**src/rtl/channel_delay_ctrl_if.sv**
```systemverilog
// XGMII word stream into and out of the programmable delay channel.
// The slave side is the delay line; the master side is the word source and sink.
interface channel_delay_ctrl_if;
    logic [63:0] xge_rxd_i;
    logic [7:0]  xge_rxc_i;
    logic [63:0] xge_txd_o;
    logic [7:0]  xge_txc_o;

    modport slave (
        input  xge_rxd_i,
        input  xge_rxc_i,
        output xge_txd_o,
        output xge_txc_o
    );

    modport master (
        output xge_rxd_i,
        output xge_rxc_i,
        input  xge_txd_o,
        input  xge_txc_o
    );
endinterface

```
**src/rtl/channel_delay_ctrl.sv**
```systemverilog
// Programmable-latency XGMII channel: MAX_DELAY-stage register delay line with a runtime tap,
// where delay changes are applied only while every stage holds an idle word.
module channel_delay_ctrl #(
    parameter int MAX_DELAY     = 16,
    parameter int DEFAULT_DELAY = 8,
    localparam int DLY_W        = $clog2(MAX_DELAY) + 1
) (
    input  logic                 clk,
    input  logic                 rst_n,
    channel_delay_ctrl_if.slave  xif,
    input  logic                 cfg_load_i,
    input  logic [DLY_W-1:0]     cfg_delay_i,
    output logic                 cfg_busy_o,
    output logic                 cfg_err_o,
    output logic [DLY_W-1:0]     cur_delay_o,
    output logic [15:0]          chg_cnt_o
);

    localparam logic [71:0]      IDLE_WORD = {8'hFF, 64'h0707070707070707};
    localparam logic [DLY_W-1:0] MAX_D     = DLY_W'(MAX_DELAY);
    localparam logic [DLY_W-1:0] DEF_D     = DLY_W'(DEFAULT_DELAY);

    typedef enum logic {
        ST_STABLE  = 1'b0,
        ST_PENDING = 1'b1
    } state_t;

    logic [71:0]      stage_q [1:MAX_DELAY];
    logic [71:0]      in_word;
    logic [71:0]      tap;
    logic             in_idle;
    logic             load_ok;

    state_t           state_q, state_d;
    logic [DLY_W-1:0] idle_run_q, idle_run_d;
    logic [DLY_W-1:0] pend_q, pend_d;
    logic [DLY_W-1:0] cur_q, cur_d;
    logic             err_q, err_d;
    logic [15:0]      cnt_q, cnt_d;

    assign in_word = {xif.xge_rxc_i, xif.xge_rxd_i};
    assign in_idle = (in_word == IDLE_WORD);
    assign load_ok = cfg_load_i && (cfg_delay_i >= DLY_W'(1)) && (cfg_delay_i <= MAX_D);

    // Delay line: stage 1 captures the input word, the rest shift down by one each clock.
    always_ff @(posedge clk or negedge rst_n) begin
        if (!rst_n) begin
            for (int i = 1; i <= MAX_DELAY; i++) begin
                stage_q[i] <= IDLE_WORD;
            end
        end else begin
            stage_q[1] <= in_word;
            for (int i = 2; i <= MAX_DELAY; i++) begin
                stage_q[i] <= stage_q[i-1];
            end
        end
    end

    always_comb begin
        tap = IDLE_WORD;
        for (int i = 1; i <= MAX_DELAY; i++) begin
            if (cur_q == DLY_W'(i)) begin
                tap = stage_q[i];
            end
        end
    end

    assign xif.xge_txc_o = tap[71:64];
    assign xif.xge_txd_o = tap[63:0];

    // Saturating run length of idle input words; at MAX_DELAY the whole line is idle.
    always_comb begin
        if (!in_idle) begin
            idle_run_d = '0;
        end else if (idle_run_q == MAX_D) begin
            idle_run_d = MAX_D;
        end else begin
            idle_run_d = idle_run_q + DLY_W'(1);
        end
    end

    always_comb begin
        state_d = state_q;
        pend_d  = pend_q;
        cur_d   = cur_q;
        cnt_d   = cnt_q;
        err_d   = cfg_load_i && !load_ok;
        case (state_q)
            ST_STABLE: begin
                if (load_ok) begin
                    state_d = ST_PENDING;
                    pend_d  = cfg_delay_i;
                end
            end
            ST_PENDING: begin
                // A fresh load replaces the pending value and holds off the apply for this edge.
                if (load_ok) begin
                    pend_d = cfg_delay_i;
                end else if (!cfg_load_i && (idle_run_q == MAX_D)) begin
                    state_d = ST_STABLE;
                    cur_d   = pend_q;
                    cnt_d   = cnt_q + 16'd1;
                end
            end
            default: state_d = ST_STABLE;
        endcase
    end

    always_ff @(posedge clk or negedge rst_n) begin
        if (!rst_n) begin
            state_q    <= ST_STABLE;
            idle_run_q <= MAX_D;
            pend_q     <= DEF_D;
            cur_q      <= DEF_D;
            err_q      <= 1'b0;
            cnt_q      <= 16'd0;
        end else begin
            state_q    <= state_d;
            idle_run_q <= idle_run_d;
            pend_q     <= pend_d;
            cur_q      <= cur_d;
            err_q      <= err_d;
            cnt_q      <= cnt_d;
        end
    end

    assign cfg_busy_o  = (state_q == ST_PENDING);
    assign cfg_err_o   = err_q;
    assign cur_delay_o = cur_q;
    assign chg_cnt_o   = cnt_q;

endmodule
```
**src/flat_wrapper.sv**
```systemverilog
// flat-port wrapper written by rule: the top's interface ports become plain ports
module channel_delay_ctrl_flat 
#(
    parameter int MAX_DELAY     = 16,
    parameter int DEFAULT_DELAY = 8,
    localparam int DLY_W        = $clog2(MAX_DELAY) + 1
)
  (clk, rst_n, cfg_load_i, cfg_delay_i, cfg_busy_o, cfg_err_o, cur_delay_o, chg_cnt_o, xif_xge_rxd_i, xif_xge_rxc_i, xif_xge_txd_o, xif_xge_txc_o);
  channel_delay_ctrl_if xif_i ();
  input  logic clk;
  input  logic rst_n;
  input  logic cfg_load_i;
  input  logic [DLY_W-1:0] cfg_delay_i;
  output logic cfg_busy_o;
  output logic cfg_err_o;
  output logic [DLY_W-1:0] cur_delay_o;
  output logic [15:0] chg_cnt_o;
  input wire logic [$bits(xif_i.xge_rxd_i)-1:0] xif_xge_rxd_i;
  input wire logic [$bits(xif_i.xge_rxc_i)-1:0] xif_xge_rxc_i;
  output wire logic [$bits(xif_i.xge_txd_o)-1:0] xif_xge_txd_o;
  output wire logic [$bits(xif_i.xge_txc_o)-1:0] xif_xge_txc_o;
  assign xif_i.xge_rxd_i = xif_xge_rxd_i;
  assign xif_i.xge_rxc_i = xif_xge_rxc_i;
  assign xif_xge_txd_o = xif_i.xge_txd_o;
  assign xif_xge_txc_o = xif_i.xge_txc_o;
  channel_delay_ctrl #(.MAX_DELAY(MAX_DELAY), .DEFAULT_DELAY(DEFAULT_DELAY)) u_core (.clk(clk), .rst_n(rst_n), .xif(xif_i), .cfg_load_i(cfg_load_i), .cfg_delay_i(cfg_delay_i), .cfg_busy_o(cfg_busy_o), .cfg_err_o(cfg_err_o), .cur_delay_o(cur_delay_o), .chg_cnt_o(chg_cnt_o));
endmodule
```
**config.mk**
```make
export PLATFORM = sky130hd
export DESIGN_NAME = channel_delay_ctrl_flat
export DESIGN_NICKNAME = d
export VERILOG_FILES = /design/src/rtl/channel_delay_ctrl_if.sv /design/src/rtl/channel_delay_ctrl.sv /design/src/flat_wrapper.sv
export SDC_FILE = /design/constraint.sdc
export NUM_CORES = 1
export LEC_CHECK = 0
export ABC_AREA = 0
export CORE_MARGIN = 2
export CORE_UTILIZATION = 30
export CTS_CLUSTER_DIAMETER = 60
export DETAILED_ROUTE_END_ITERATION = 10
export PLACE_DENSITY_LB_ADDON = 0.25
export RECOVER_POWER = 100
export SETUP_SLACK_MARGIN = 0.02
export SLEW_MARGIN = 20
export SYNTH_ARGS = -nofsm -noshare
export SYNTH_HDL_FRONTEND = slang
export SYNTH_SLANG_ARGS = --single-unit
```
**constraint.sdc**
```tcl
create_clock -name clk -period 3.9 [get_ports clk]
set_clock_uncertainty 0.1 [all_clocks]
set_input_delay 0.78 -clock clk [delete_from_list [all_inputs] [get_ports clk]]
set_output_delay 0.78 -clock clk [all_outputs]
set_load 0.03 [all_outputs]
```
==> run_results.csv <==
group,metric,value,unit
power,pwr_density_cell,462,nW/um^2
yosys,synth-edff-count,0,
detailed_routing,wire_per_inst,26.6,um
grt,first_pass_grt_wire_length,209000,um
detailed_routing,drtIter0Drc,2608,
final_layout,multiInputGateArea,12700,um^2
final_layout,finalNonFillerCells,5530,
grt,grt_max_degree,134,
sta,max_freq,0.232,GHz
yosys,ys_ff_latch,1185,
critical_path,timing.critical_path.cells,"buf_8 > buf_6 > nor2b_4 > buf_4 > and3_1 > a221oi_2 > nand4_1 > a221oi_2 > o21ai_2 > buf_12",
critical_path,crit_family,"simple AND/OR/NAND/NOR gates",
status,run_status,"finished, violations left",
floorplan,design.portCount,175,
min_path,min_path_type,"flip-flop to flip-flop",
sta,worst_pin_slew,0.806,ns
final_layout,final_design_area_no_fill,58000,um^2
placement,place.detailed.instances,5027,
grt,grt_usage,20.4,%
grt,number_of_antenna_violations_at_the_first_check_in_global_routing,23,
clock_tree,max-clock-path-buffers,3,
final_layout,sequential_cell_area,30300,um^2
clock_tree,cts_made_buffers,130,
placement,port_buffers,174,
yosys,synth_seq_area_share,74.0,%
detailed_routing,top_layer,"met5",
clock_tree,clock_tree.htree_level_count,4,
critical_path,critical_path.slowest_cell,"sky130_fd_sc_hd__dfrtp_4",
detailed_routing,drt-vias-per-instance,5.14,
critical_path,crit_required,3.02,ns
job,cap_violations,0,
detailed_routing,total_length_of_routed_met3_wires,10600,um
detailed_routing,via_count,28400,
grt,via_count_of_the_first_global_routing_pass,29200,
floorplan,design.die.area,139000,um^2
critical_path,crit_path_start_kind,"flip-flop",
sta,rsz0062_at_grt,"yes",
yosys,ys_types,78,
detailed_routing,drt_pre_antenna_iters,6,
grt,overflow,0,
detailed_routing,drc_errors,0,
clock_tree,clk_root_buffer_cell,"sky130_fd_sc_hd__clkbuf_16",
critical_path,critical_path_class,"flip-flop to output port",
floorplan,die_h,373,um
detailed_routing,wl_met2,67200,um
detailed_routing,drtAntennaViolNets,0,
floorplan,start_util,30.2,%
sta,final-max-slew-violation-count,0,
final_layout,drive_gt1_share,40.0,%
placement,routabilityCongestion,0.858,
clock_tree,worst_setup_hold_path_clk_slew,0.06,ns
yosys,synth_cells,2998,
final_layout,fillerInstances,12100,
sta,finalWorstPathRequiredPeriod,4.32,ns
detailed_routing,routedLengthMet1,64000,um
critical_path,cp_max_fo,7,
sta,hold_viol,0,
floorplan,core.rowCount,135,
critical_path,worst-path-buf-inv,4,
critical_path,worst_path_most_repeated_cell,"sky130_fd_sc_hd__a221oi_2",
yosys,synth_flop_cell,"sky130_fd_sc_hd__dfrtp_1",
power,irDropWorstVdd,0.447,mV
sta,holdWs,0.252,ns
yosys,syn-num-nets,3081,
placement,hpwl,94900,um
detailed_routing,drt-total-wl,147000,um
power,report.power.total,26.8,mW
clock_tree,clock_sink_count,1185,
final_layout,finalNetCount,3723,
status,failed_checks,"setup timing",
sta,setup_viol_count_final,72,
floorplan,fp.dieW,373,um
sta,timing.slew.headroom,46.3,%
placement,dpl-instance-area,46700,um^2
clock_tree,insertion_delay,0.75,ns
yosys,summed_instance_area_of_the_synthesized_netlist,40900,um^2
clock_tree,tritoncts,"built",
sta,final.setup.worst_slack,-0.418,ns
final_layout,syn_to_final_growth,41.7,%
floorplan,core,135000,um^2
critical_path,timing.critical_path.arrival,3.44,ns
power,cellLeakagePower,23.7,nW
yosys,postSynth.asyncResetShare,100,%
yosys,synth.yosys.warnings,0,
sta,finalCritPeriodShare,111,%
yosys,syn-mean-instance-area,13.6,um^2
critical_path,worst_setup_path_end_kind,"output port",
sta,fin_setup_tns,-16.31,ns
critical_path,max_stage_delay,0.57,ns
## worst register-to-register path, delay by kind of cell, from the launching register on
family | cells | cell delay, ns
flops | 1 | 0.39
xor+xnor | 1 | 0.15
fa+ha+maj | 1 | 0.14
buf+inv | 2 | 0.32
simple gates | 4 | 0.97
## logic make-up (layout without fill, tap and decap cells)
logic type | after synthesis | in the layout | share of synthesized area, %
buffers and inverters | 189 | 936 | 2.28
XOR/XNOR | 18 | 18 | 0.385
AO/OA/AOI/OAI | 942 | 942 | 14.7
AND/OR/NAND/NOR | 620 | 621 | 7.48
multiplexers | 41 | 41 | 1.04
other | 0 | 3 | 0
flip-flops | 1185 | 1185 | 74.0
adder cells (fa/ha/maj) | 3 | 3 | 0.0917
## registers in the layout, summed over array words and instances, names as in the netlist
name                count
u_core.cfg_busy_o       1
u_core.pend_q           5
u_core.chg_cnt_o       16
u_core.stage_q       1152
u_core.cfg_err_o        1
u_core.cur_delay_o      5
u_core.idle_run_q       5
## routing by layer
| metal | track usage, % | up-vias |
|---|---|---|
| met3 | 4.55 | 285 |
| met5 | 0 | - |
| met4 | 7.28 | 26 |
| li1 | - | 12200 |
| met2 | 31.1 | 1122 |
| met1 | 28.7 | 14800 |
## cell usage after synthesis, drive strengths merged (12+ instances only)
cell type  count  area share [%]
dfrtp        670              41
dfstp        515              33
a21oi        242             3.0
nor2         238             2.3
o21ai        205             2.5
nand2        154             1.4
o22ai        128             2.0
buf          121             1.7
a22oi         84             1.5
clkbuf        57            0.52
nor3          46            0.57
a221oi        44            0.94
o211ai        37            0.68
o221ai        30            0.64
a31oi         28            0.43
mux2i         28            0.68
nor2b         28            0.43
o22a          28            0.60
nand3         26            0.34
a211oi        23            0.42
nand4         21            0.32
and3          19            0.29
a22o          16            0.34
mux2          13            0.36
nor4          13            0.20
or3           12            0.18
xnor2         12            0.26
## cell usage in the layout (no fill, tap or decap), types with 25 or more instances in the layout
cell type / synthesis / routed
sky130_fd_sc_hd__a21oi_1: 241 / 179
sky130_fd_sc_hd__a21oi_2: 0 / 48
sky130_fd_sc_hd__a221oi_2: 0 / 28
sky130_fd_sc_hd__a22oi_1: 84 / 62
sky130_fd_sc_hd__buf_12: 0 / 133
sky130_fd_sc_hd__buf_4: 19 / 266
sky130_fd_sc_hd__buf_6: 6 / 125
sky130_fd_sc_hd__buf_8: 0 / 31
sky130_fd_sc_hd__clkbuf_1: 57 / 32
sky130_fd_sc_hd__clkbuf_16: 0 / 144
sky130_fd_sc_hd__clkbuf_8: 0 / 32
sky130_fd_sc_hd__clkdlybuf4s50_1: 0 / 71
sky130_fd_sc_hd__dfrtp_1: 670 / 666
sky130_fd_sc_hd__dfstp_1: 0 / 293
sky130_fd_sc_hd__dfstp_2: 515 / 222
sky130_fd_sc_hd__dlygate4sd3_1: 0 / 31
sky130_fd_sc_hd__mux2i_1: 28 / 27
sky130_fd_sc_hd__nand2_1: 152 / 109
sky130_fd_sc_hd__nand2_2: 2 / 28
sky130_fd_sc_hd__nor2_1: 225 / 186
sky130_fd_sc_hd__nor2_4: 2 / 30
sky130_fd_sc_hd__nor3_1: 45 / 25
sky130_fd_sc_hd__o211ai_1: 37 / 37
sky130_fd_sc_hd__o21ai_0: 191 / 107
sky130_fd_sc_hd__o21ai_1: 14 / 56
sky130_fd_sc_hd__o21ai_2: 0 / 31
sky130_fd_sc_hd__o22a_1: 28 / 28
sky130_fd_sc_hd__o22ai_1: 128 / 84
sky130_fd_sc_hd__o22ai_2: 0 / 30
## path summary, 6_finish.rpt
| kind | depth (start not counted) | start | endpoint | slack (ns) |
|---|---|---|---|---|
| min | 0 | u_core.stage_q[824]$_DFF_PN1_ | u_core.stage_q[752]$_DFF_PN1_ | 0.25 |
| max in group asynchronous | 3 | rst_n | u_core.stage_q[272]$_DFF_PN1_ | 2.14 |
| min reg2reg | 0 | u_core.stage_q[824]$_DFF_PN1_ | u_core.stage_q[752]$_DFF_PN1_ | 0.25 |
| max | 10 | u_core.cur_delay_o[1]$_DFFE_PN0P_ | xif_xge_txd_o[15] | -0.42 |
| min in group asynchronous | 2 | rst_n | u_core.stage_q[1083]$_DFF_PN0_ | 0.46 |
| max reg2reg | 8 | u_core.idle_run_q[0]$_DFF_PN0_ | u_core.chg_cnt_o[15]$_DFFE_PN0P_ | 1.72 |
## stage by stage
stage,worst slack (ns),util [%]
3_3_place_gp,-0.101,34.5
6_report,-0.418,42.8
5_1_grt,-0.453,42.8
3_5_place_dp,-0.0969,34.5
2_1_floorplan,0.460,-
4_1_cts,-0.403,41.0
## what timing repair did
action / 4_1_cts / 5_1_grt
setup endpoints to repair: 72 / 72
hold buffers: 1 / 0
gates cloned: 21 / 8
gates resized for setup: 585 / 370
pin swaps: 148 / 183
buffers inserted: 168 / 98
hold endpoints to repair: 17 / 0
## layout make-up
class                      count  share of cell area [%]
inverter                      11                  0.0842
tap                         1781                    3.84
clock buffer                 200                    6.84
sequential                  1185                    52.3
antenna                        3                  0.0129
timing repair buffer         687                    14.4
multi-input combinational   1625                    21.9
clock inverter                38                   0.650
## where the power goes
part           switching [mW]  internal [mW]
combinational           0.586          0.372
sequential              0.430           13.1
clock                    5.14           7.20
No activity file was read; power rests on OpenSTA's default activity.
==> RTL edit 1 (same settings) <==
`MAX_DELAY` is set to 16 in 2 places; all go to 8.
--- a/src/rtl/channel_delay_ctrl.sv
+++ b/src/rtl/channel_delay_ctrl.sv
@@ -2,5 +2,5 @@
 // where delay changes are applied only while every stage holds an idle word.
 module channel_delay_ctrl #(
-    parameter int MAX_DELAY     = 16,
+    parameter int MAX_DELAY     = 8,
     parameter int DEFAULT_DELAY = 8,
     localparam int DLY_W        = $clog2(MAX_DELAY) + 1
--- a/src/flat_wrapper.sv
+++ b/src/flat_wrapper.sv
@@ -2,5 +2,5 @@
 module channel_delay_ctrl_flat 
 #(
-    parameter int MAX_DELAY     = 16,
+    parameter int MAX_DELAY     = 8,
     parameter int DEFAULT_DELAY = 8,
     localparam int DLY_W        = $clog2(MAX_DELAY) + 1
Ports: changed (resized cfg_delay_i and cur_delay_o); port bits go from 175 to 173. No check against the original RTL was run, so the function may have changed too.
==> RTL edit 1 against the unedited design <==
  * The flow finishes with violations (max-capacitance violations, max-slew violations)
  * Worst setup slack improved by 0.51 ns
  * Fmax is 13% higher
  * Sequential share of layout area grew 6.2 points
  * Power is 47% lower
  * Synthesized area fell by 48%
  * Count of clock-buffer cells in the layout decreased by 105
  * Clock power shrank 46%
  * Routed wire length fell by 61%
  * Register-to-register slack worse by 0.38 ns
  * Sequential power is 49% lower
  * Cell area decreased by 54%
  * Sequential cell count down 579
==> RTL edit 1: results (changes against the unedited design) <==
stage	metric	value	unit	change
power	ir_drop	0.000244	V	-45%
detailed_routing	drtIter0Drc	900		-65%
placed_design	io_buffers	172		-1.1%
finish	fillers	6608		-46%
worst_setup_path	cp-startpoint	u_core.cur_delay_o[0]		
clocking	cts_hold_buf	0		-1
finish	largest_reg_flops	576		-50%
min_path	hp-start	u_core.stage_q[431]		
grt	grt_pass1_vias	13888		-52%
power	p_int	11000	uW	-47%
worst_setup_path	arrival	2.93	ns	-0.51 ns
finish	nets	1722		-54%
worst_setup_path	regToRegEndpoint	u_core.chg_cnt_o[12]		
detailed_routing	wire_per_inst	22.0	um	-17%
sta	min_period	3.81	ns	-0.512 ns
detailed_routing	wl_met2	26.6	mm	-60%
grt	grt_first_pass_wirelength	89.2	mm	-57%
worst_setup_path	rrSetupSlack	1.34	ns	-0.38 ns
run_status	outcome	complete, but fails checks		
detailed_routing	wl_met1	26.8	mm	-58%
sta	setup_tns	0	ns	+16.31 ns
detailed_routing	dr.pass1.iters	5		-1
detailed_routing	wl_met3	3.23	mm	-70%
finish	drive_above_1_share	0.245		-0.155
sta	tightest_slew	1.89	ns	+1.09 ns
grt	antenna_found_initial	2		-91%
sta	final_max_slew_viol_count	74		+74
synthesis	synth.net_count	1515		-51%
synthesis	yosys-top-cells-count	347 x dfrtp_1, 259 x dfstp_2, 84 x a21oi_1, 78 x nor2_1, 72 x mux2i_1		
placed_design	gp_congestion	0.756		-12%
grt	grt_max_degree	104		-22%
placed_design	dp_slack	0.546	ns	+0.643 ns
synthesis	seq_area_frac_synth	0.734		-0.00679
power	p_seq	6860	uW	-49%
run_status	violations	max-capacitance violations, max-slew violations		
clocking	htreeDepth	3		-1
min_path	hold_end	u_core.stage_q[359]		
grt	track_usage	0.160		-0.0444
power	p_leak	0.0110	uW	-54%
grt	use_met2	0.246		-0.0650
flow_run	max-cap-violations	1		+1
placed_design	dp_hpwl	37.5	mm	-61%
## RTL edit 1: cell types whose count changed after synthesis, moves of 44 or more
cell	delta
dfrtp_1	-323
dfstp_2	-256
a21oi_1	-157
o21ai_0	-156
nor2_1	-147
nand2_1	-115
o22ai_1	-106
buf_2	-48
mux2i_1	+44
## RTL edit 1: worst max-delay path, stage by stage, from the launching register on
cell and delay [ns]:
dfrtp_4 0.59, buf_4 0.24, and2_0 0.22, nand2_4 0.28
clkbuf_4 0.46, o221a_1 0.30, clkbuf_2 0.23
## RTL edit 1: repair_timing
action                                  in CTS  in global routing
endpoints found under the setup margin      47                  8
resized for setup                           10                  3
cloned                                       0                  0
## RTL edit 1: cell type report
| type | count | area, um^2 | share of cell area |
|---|---|---|---|
| diodes | 2 | 5.00 | 0.000189 |
| clock buffers | 95 | 2050 | 0.0772 |
| clock inverters | 25 | 329 | 0.0124 |
| inverters | 23 | 86.3 | 0.00326 |
| multi-input cells | 710 | 5070 | 0.191 |
| flip-flops and latches | 606 | 15500 | 0.585 |
| well taps | 940 | 1180 | 0.0444 |
| repair buffers | 232 | 2280 | 0.0862 |
## RTL edit 1: per-stage QoR
step	power [uW]	util	instances	area, um^2	hold WS [ns]
6_report	14100	0.379	2633	26500	0.252
4_1_cts	14500	0.387	2631	27100	0.0665
2_1_floorplan	7150	-	1433	21100	0.247
3_5_place_dp	7680	0.353	2511	24700	0.254
5_1_grt	14700	0.379	2631	26500	0.252
3_3_place_gp	7660	0.353	2511	24700	0.253
## RTL edit 1: logic make-up after synthesis
family | Yosys count | synth area share
fa+ha+maj | 3 | 0.00178
simple gates | 234 | 0.0600
xor+xnor | 18 | 0.00747
buf+inv | 117 | 0.0271
flops | 606 | 0.734
compound gates | 365 | 0.126
mux | 90 | 0.0437
==> RTL edit 2 (same flow settings) <==
Without the edit above. Remove the register `err_q`: a continuous assignment takes its place, so the output `cfg_err_o` follows one clock earlier.
--- a/src/rtl/channel_delay_ctrl.sv
+++ b/src/rtl/channel_delay_ctrl.sv
@@ -113,5 +113,4 @@
             pend_q     <= DEF_D;
             cur_q      <= DEF_D;
-            err_q      <= 1'b0;
             cnt_q      <= 16'd0;
         end else begin
@@ -120,8 +119,9 @@
             pend_q     <= pend_d;
             cur_q      <= cur_d;
-            err_q      <= err_d;
             cnt_q      <= cnt_d;
         end
     end
+
+    assign err_q = err_d;
 
     assign cfg_busy_o  = (state_q == ST_PENDING);
Behaviour: not the same (a bounded check fails within 4 cycles, from zero or initial values and one cycle with rst_n low).
==> RTL edit 2 against the unedited design <==
  * The run still ends with negative setup slack left
  * Sequential power is essentially flat
  * Power up 1.4%
  * Final cell count fell by 0.34%
  * Core utilization is 0.14 points lower
  * Sequential cell count shrank 1
  * Count of clock-buffer cells in the layout down 15
  * Routed wire length is 0.11% lower
  * Worst setup slack better by 0.041 ns
  * Synthesized area hardly changed
  * Global-route usage is 0.27 points lower
  * Cell area fell by 0.44%
==> RTL edit 2: results (changes against the unedited design) <==
stage	metric	value	unit	change
run_status	outcome	complete, but fails checks		
run_status	violations	negative setup slack		
clocking	clk_latency	0.77	ns	+0.02 ns
finish	fillers	12132		+0.049%
worst_setup_path	rrSetupSlack	1.77	ns	+0.05 ns
detailed_routing	dr.max_layer_used	met5		
worst_setup_path	critPathTopFamily	buffers and inverters		
synthesis	synthMuxAreaShare	0.0104		about the same
finish	drive_above_1_share	0.412		+0.0118
clocking	clock_path_buffers	3		unchanged
synthesis	synth-xor-area-share	0.00386		about the same
placed_design	io_buffers	174		unchanged
synthesis	synth_compound_area_frac	0.147		about the same
worst_setup_path	crit_fanout	6		-1
finish	nets	3706		-0.46%
worst_setup_path	r2r.worst_path.cells	8		unchanged
synthesis	seq_area_frac_synth	0.740		about the same
detailed_routing	routed_wl	147	mm	-0.11%
sta	maxSlewHeadroom	0.297		-0.166
worst_setup_path	cp_slowest_cell	dfstp_2		
clocking	cts_setup_buffers	114		-32%
detailed_routing	drtIter0Drc	2502		-4.1%
synthesis	yosys-top-cells-count	669 x dfrtp_1, 515 x dfstp_2, 241 x a21oi_1, 225 x nor2_1, 191 x o21ai_0		
detailed_routing	wl_met2	66.8	mm	-0.53%
grt	grt_pass1_vias	28517		-2.3%
synthesis	synth.net_count	3080		-0.032%
worst_setup_path	cpPeakStageDelay	0.60	ns	+0.03 ns
power	p_leak	0.0237	uW	-0.16%
detailed_routing	wl_met3	11.7	mm	+11%
sta	finalSetupViolCount	72		unchanged
grt	grt_first_pass_wirelength	205	mm	-1.7%
sta	setup_tns	-18.01	ns	-1.70 ns
grt	antenna_found_initial	19		-17%
power	ir_drop	0.000484	V	+8.2%
placed_design	gp_congestion	0.869		+1.2%
detailed_routing	vias	28426		-0.0070%
synthesis	async_flop_share	1.00		unchanged
synthesis	synthAdderAreaFrac	0.000918		about the same
worst_setup_path	arrival	3.40	ns	-0.04 ns
synthesis	synth_area_leaders	dfrtp_1 41%, dfstp_2 33%, a21oi_1 2.9%		
detailed_routing	dr.pass1.iters	5		-1
min_path	hp-start	u_core.stage_q[226]		
placed_design	dp_hpwl	94.1	mm	-0.85%
placed_design	place_inst	5012		-0.30%
synthesis	synth_cells	2997		-0.033%
grt	track_usage	0.202		-0.00274
worst_setup_path	regToRegEndpoint	u_core.chg_cnt_o[15]		
clocking	cts-resized-gates	426		-27%
grt	grt_max_degree	171		+28%
sta	fin_hold_ws	0.253	ns	+0.000474 ns
detailed_routing	vias_per_cell	5.16		+0.34%
sta	finalWorstSetupSlack	-0.377	ns	+0.0413 ns
min_path	hold_end	u_core.stage_q[154]		
clocking	cts_made_buffers	131		+0.77%
worst_setup_path	cp-startpoint	u_core.cur_delay_o[3]		
placed_design	dp_slack	-0.0352	ns	+0.0616 ns
worst_setup_path	cp-endpoint	xif_xge_txd_o[13]		
clocking	clk_pin_slew	0.06	ns	about the same
detailed_routing	wl_met1	63.4	mm	-0.88%
placed_design	place_area	0.0465	mm^2	-0.40%
RTL edit 2: layout make-up:
cell class	instances	area [um^2]	area share
clock buffers	185	3710	0.0643
inverters	11	56.3	0.000975
well taps	1781	2230	0.0386
diodes	4	10.0	0.000173
multi-input cells	1625	12600	0.219
repair buffers	670	8100	0.140
clock inverters	51	724	0.0125
flip-flops and latches	1184	30300	0.525
RTL edit 2: routing by layer:
layer | track usage | up-vias
li1 | - | 12183
met1 | 0.287 | 14877
met2 | 0.303 | 1069
met3 | 0.0499 | 275
met4 | 0.0621 | 22
met5 | 0 | -
RTL edit 2: kinds of logic after synthesis:
| group | after synthesis |
|---|---|
| compound gates | 942 |
| xor+xnor | 18 |
| fa+ha+maj | 3 |
| buf+inv | 189 |
| flops | 1184 |
| mux | 41 |
| simple gates | 620 |
RTL edit 2: power by group:
part / internal [uW] / switching [uW] / leakage [uW]
logic: 377 / 586 / 0.00834
clock network: 7420 / 5290 / 0.00217
registers: 13100 / 422 / 0.0131
total: 20900 / 6300 / 0.0237
